$ cat config.mk
export PLATFORM = sky130hd
export DESIGN_NAME = md5_match
export DESIGN_NICKNAME = d
export VERILOG_FILES = /design/src/rtl/md5_match.sv
export SDC_FILE = /design/constraint.sdc
export NUM_CORES = 1
export LEC_CHECK = 0
export ABC_AREA = 0
export CAP_MARGIN = 10
export CORE_MARGIN = 10
export CORE_UTILIZATION = 50
export DETAILED_ROUTE_END_ITERATION = 10
export GPL_TIMING_DRIVEN = 0
export HOLD_SLACK_MARGIN = 0.08
export PLACE_DENSITY = 0.79
export SYNTH_ARGS = -nofsm -noshare
export SYNTH_HDL_FRONTEND = slang
export SYNTH_SLANG_ARGS = --single-unit
export TNS_END_PERCENT = 30
$ cat constraint.sdc
create_clock -name clk -period 4 [get_ports clk]
set_input_delay 0.6 -clock clk [delete_from_list [all_inputs] [get_ports clk]]
set_output_delay 0.6 -clock clk [all_outputs]
set_load 0.1 [all_outputs]
$ cat src/rtl/md5_match.sv
// Digest matcher for the md5core pipeline: tags every accepted message with its sequence
// index, follows it through the core in lock-step and captures the first digest equal to the target.
module md5_match #(
    parameter int unsigned LATENCY = 65,
    parameter int unsigned IDX_W   = 32
) (
    input  logic             clk,
    input  logic             reset_n,
    input  logic             en,
    input  logic             start,
    input  logic             mesg_valid,
    input  logic             mesg_last,
    input  logic [127:0]     target_hash,
    input  logic [31:0]      a_in,
    input  logic [31:0]      b_in,
    input  logic [31:0]      c_in,
    input  logic [31:0]      d_in,
    output logic             busy,
    output logic             match_found,
    output logic [IDX_W-1:0] match_index,
    output logic             done,
    output logic [IDX_W-1:0] checked_count
);

    typedef enum logic [1:0] {StIdle, StRun, StFound, StDone} state_e;

    state_e             r_state, w_state_d;
    logic               r_match_found, w_match_found_d;
    logic [IDX_W-1:0]   r_match_index, w_match_index_d;
    logic               r_done, w_done_d;
    logic [IDX_W-1:0]   r_checked_count, w_checked_count_d;
    logic [IDX_W-1:0]   r_idx_cnt, w_idx_cnt_d;

    logic [LATENCY-1:0] r_tag_vld;
    logic [LATENCY-1:0] r_tag_last;
    logic [IDX_W-1:0]   r_tag_idx [LATENCY];

    logic               w_head_vld;
    logic               w_hit;
    logic               w_eval;

    // Only messages accepted while searching get a valid tag.
    assign w_head_vld = mesg_valid && (r_state == StRun);
    assign w_hit      = ({a_in, b_in, c_in, d_in} == target_hash);
    assign w_eval     = en && r_tag_vld[LATENCY-1];

    always_comb begin
        w_state_d         = r_state;
        w_match_found_d   = r_match_found;
        w_match_index_d   = r_match_index;
        w_done_d          = r_done;
        w_checked_count_d = r_checked_count;
        w_idx_cnt_d       = r_idx_cnt;
        case (r_state)
            StRun: begin
                if (en && mesg_valid) begin
                    w_idx_cnt_d = r_idx_cnt + IDX_W'(1);
                end
                if (w_eval) begin
                    w_checked_count_d = r_checked_count + IDX_W'(1);
                    if (w_hit) begin
                        w_match_index_d = r_tag_idx[LATENCY-1];
                        w_match_found_d = 1'b1;
                        w_done_d        = 1'b1;
                        w_state_d       = StFound;
                    end else if (r_tag_last[LATENCY-1]) begin
                        w_done_d  = 1'b1;
                        w_state_d = StDone;
                    end
                end
            end
            default: begin
                if (start) begin
                    w_state_d         = StRun;
                    w_match_found_d   = 1'b0;
                    w_match_index_d   = '0;
                    w_done_d          = 1'b0;
                    w_checked_count_d = '0;
                    w_idx_cnt_d       = '0;
                end
            end
        endcase
    end

    always_ff @(posedge clk or negedge reset_n) begin
        if (!reset_n) begin
            r_state         <= StIdle;
            r_match_found   <= 1'b0;
            r_match_index   <= '0;
            r_done          <= 1'b0;
            r_checked_count <= '0;
            r_idx_cnt       <= '0;
        end else begin
            r_state         <= w_state_d;
            r_match_found   <= w_match_found_d;
            r_match_index   <= w_match_index_d;
            r_done          <= w_done_d;
            r_checked_count <= w_checked_count_d;
            r_idx_cnt       <= w_idx_cnt_d;
        end
    end

    always_ff @(posedge clk or negedge reset_n) begin
        if (!reset_n) begin
            r_tag_vld <= '0;
        end else if (en) begin
            r_tag_vld <= {r_tag_vld[LATENCY-2:0], w_head_vld};
        end
    end

    // Payload is meaningless without its valid bit, so it needs no reset.
    always_ff @(posedge clk) begin
        if (en) begin
            r_tag_last   <= {r_tag_last[LATENCY-2:0], mesg_last};
            r_tag_idx[0] <= r_idx_cnt;
            for (int i = 1; i < LATENCY; i++) begin
                r_tag_idx[i] <= r_tag_idx[i-1];
            end
        end
    end

    assign busy          = (r_state == StRun);
    assign match_found   = r_match_found;
    assign match_index   = r_match_index;
    assign done          = r_done;
    assign checked_count = r_checked_count;

endmodule

==> impl_metrics.env <==
export IMPL_wl_um=119000
export IMPL_final_cell_mix="2145 x edfxtp_1, 326 x clkdlybuf4s50_1, 196 x clkbuf_16, 164 x dfrtp_1, 121 x xnor2_1"
export IMPL_whs_ps=316
export IMPL_port_buffers=328
export IMPL_drt_iter0_drc=2409
export IMPL_clock_sinks=2309
export IMPL_slew_violations=0
export IMPL_rsz0062_at_grt="false"
export IMPL_grt_max_degree=209
export IMPL_root_buffer="clkbuf_16"
export IMPL_drc_errors=0
export IMPL_avgSynthCellArea_sq_um=24.9
export IMPL_hold_viol_final=0
export IMPL_startpoint_type="register"
export IMPL_min_path_type="primary input to asynchronous set/reset pin"
export IMPL_outcome="finished, final reports clean"
export IMPL_clk_latency_ps=810
export IMPL_die_h_um=401
export IMPL_grt_overflow_total=0
export IMPL_io_pins=329
export IMPL_final_common_cell="edfxtp_1"
export IMPL_dp_hpwl_um=58500
export IMPL_postLayoutCoreUtil_pct=58.9
export IMPL_cts_max_level=4
export IMPL_drtAntennaViolNets=0
export IMPL_period_minus_slack_ps=3790
export IMPL_fmax_ghz=0.264
export IMPL_crit_type="register to primary output"
export IMPL_nNetsFinal=3726
export IMPL_setup_viol=0
export IMPL_ys_seq_area_share_pct=94.3
export IMPL_path_clk_slew_ps=70
export IMPL_initial_core_util_pct=50.5
export IMPL_ys_top_cells_by_area="edfxtp_1 89%, dfrtp_1 5.6%, xnor2_1 1.5%"
export IMPL_synthCells=2924
export IMPL_syn_area_sq_um=72700
export IMPL_critPathCaptureType="primary output"
export IMPL_final_cells=5523
export IMPL_die_x_um=401
export IMPL_yosysUniqueCellTypes=36
export IMPL_synth_top_area_share_pct=88.6
export IMPL_drive_gt1_share_pct=10.1
export IMPL_dieArea_sq_um=161000
export IMPL_cts_buffers=190
export IMPL_fp_coreArea_sq_um=144000
export IMPL_irDropWorstVdd_v=0.000399
export IMPL_antenna_found_initial=5
export IMPL_dp_cells=5168
export IMPL_fp_row_count=139
export IMPL_synth_nets=3188
export IMPL_synth_largest_area_cell="edfxtp_1"
export IMPL_ys_ff_latch=2309
export IMPL_area_growth_pct=16.8
export IMPL_cp_arrival_ps=3190
export IMPL_first_pass_iters=5
export IMPL_drt_wirelength_per_cell_um=21.5
export IMPL_clockBufferDepth=3
export IMPL_cts_setup_buffers=0
export IMPL_path_max_fanout=5
export IMPL_cts_tree="done"
export IMPL_power_density_nw_per_um2=562
export IMPL_grt_usage_pct=14.6
export IMPL_r2r_cells=8
export IMPL_grt_first_pass_wirelength_um=181000
export IMPL_gp_congestion=0.821
export IMPL_skew_ps=31.0
export IMPL_slew_limit_headroom_pct=26.3
export IMPL_grt_pass1_vias=29322
export IMPL_tightest_slew_ps=1100
export IMPL_finalCritPeriodShare_pct=94.8
export IMPL_leakage_nw=29.2
export IMPL_maxCapViolations=0
export IMPL_vias=27686
export IMPL_synth_warnings=0
export IMPL_viasPerCell=5.01
export IMPL_nFillCells=9704
export IMPL_worstPathRequired_ps=3400
-- synth_stat cells, drive strengths merged --
cell       n
nand3     53
nand2b     2
nand4b     1
a221o      1
nor2b      2
o21ai     41
clkbuf    24
xor2      61
dfrtp    164
a21oi      6
nor2      68
and4       2
o221ai     1
xnor2    121
mux2      65
nor4      16
buf        6
o21a       1
nor3       4
ha         2
nor3b      1
nand4     45
and3      10
inv        7
nand2     64
or3        4
edfxtp  2145
and4b      2
and2       4
nor4b      1
-- power by group --
part / internal, mW / leakage [nW] / switching (mW) / total, mW
clock: 9.86 / 2.93 / 8.24 / 18.1
sequential: 28.0 / 23.3 / 0.515 / 28.5
combinational: 0.487 / 2.93 / 0.669 / 1.16
-- path summary, 6_finish.rpt --
check	start	to	slack [ps]
setup / recovery	r_state[1]	busy	210
hold / removal	reset_n	r_idx_cnt[28]	320
setup reg to reg	r_state[1]	r_idx_cnt[22]	1100
hold reg to reg	r_tag_idx[0][68]	r_tag_idx[0][100]	400
max in group asynchronous	reset_n	match_index[10]	2720
min in group clk	en	r_tag_idx[1][22]	320
-- flip-flops by register name, summed over array words and instances, names as in the netlist --
register / flops
checked_count: 32
match_found: 1
match_index: 32
r_idx_cnt: 32
r_state: 2
r_tag_idx: 2080
r_tag_last: 65
r_tag_vld: 65
-- worst max-delay path, cell delays in order, from the launching register on --
cell and delay, ps:
dfrtp_1 460, nand2b_1 480, inv_1 240, clkdlybuf4s50_1 1220
-- through the flow --
| stage | power [mW] | setup slack (ps) | setup TNS [ps] | area (sq um) |
|---|---|---|---|---|
| after floorplan | 29.0 | 1310 | 0 | 72700 |
| after global placement | 30.5 | -87600 | - | 78300 |
| after detailed placement | 30.0 | -2350 | -359990 | 78700 |
| after CTS | 48.3 | 123 | 0 | 84900 |
| after global routing | 49.3 | 31.8 | 0 | 84900 |
| final | 47.7 | 207 | 0 | 84900 |
-- layout make-up --
type / count / area, sq um / share of cell area (%)
plain buffers: 30 / 123 / 0.144
clock inverters: 107 / 851 / 1.00
diodes: 1 / 2.50 / 0.00295
repair buffers: 346 / 3800 / 4.48
clock buffers: 242 / 5130 / 6.04
flip-flops and latches: 2309 / 68500 / 80.7
well taps: 1903 / 2380 / 2.81
inverters: 7 / 26.3 / 0.0310
multi-input cells: 578 / 4040 / 4.76
-- repair_timing --
item                                    4_1_cts  5_1_grt
hold buffers                                  1        0
endpoints found under the hold margin        50        0
endpoints found under the setup margin      141       23
gates resized for setup                       6        3
cloned                                        4        0
pin swaps                                     0        2
-- routing by layer --
| metal | share of wire, % | GRT usage (%) |
|---|---|---|
| met5 | 0.011 | 0 |
| met4 | 1.9 | 4.31 |
| met2 | 52 | 25.0 |
| met1 | 41 | 18.8 |
| met3 | 4.9 | 3.35 |
-- logic make-up after synthesis --
logic type,Yosys count,synth area share [%]
flops,2309,94.3
mux,65,1.01
simple gates,279,1.92
fa+ha+maj,2,0.0344
buf+inv,37,0.201
xor+xnor,182,2.19
compound gates,50,0.360
(Power assumes the default switching activity.)
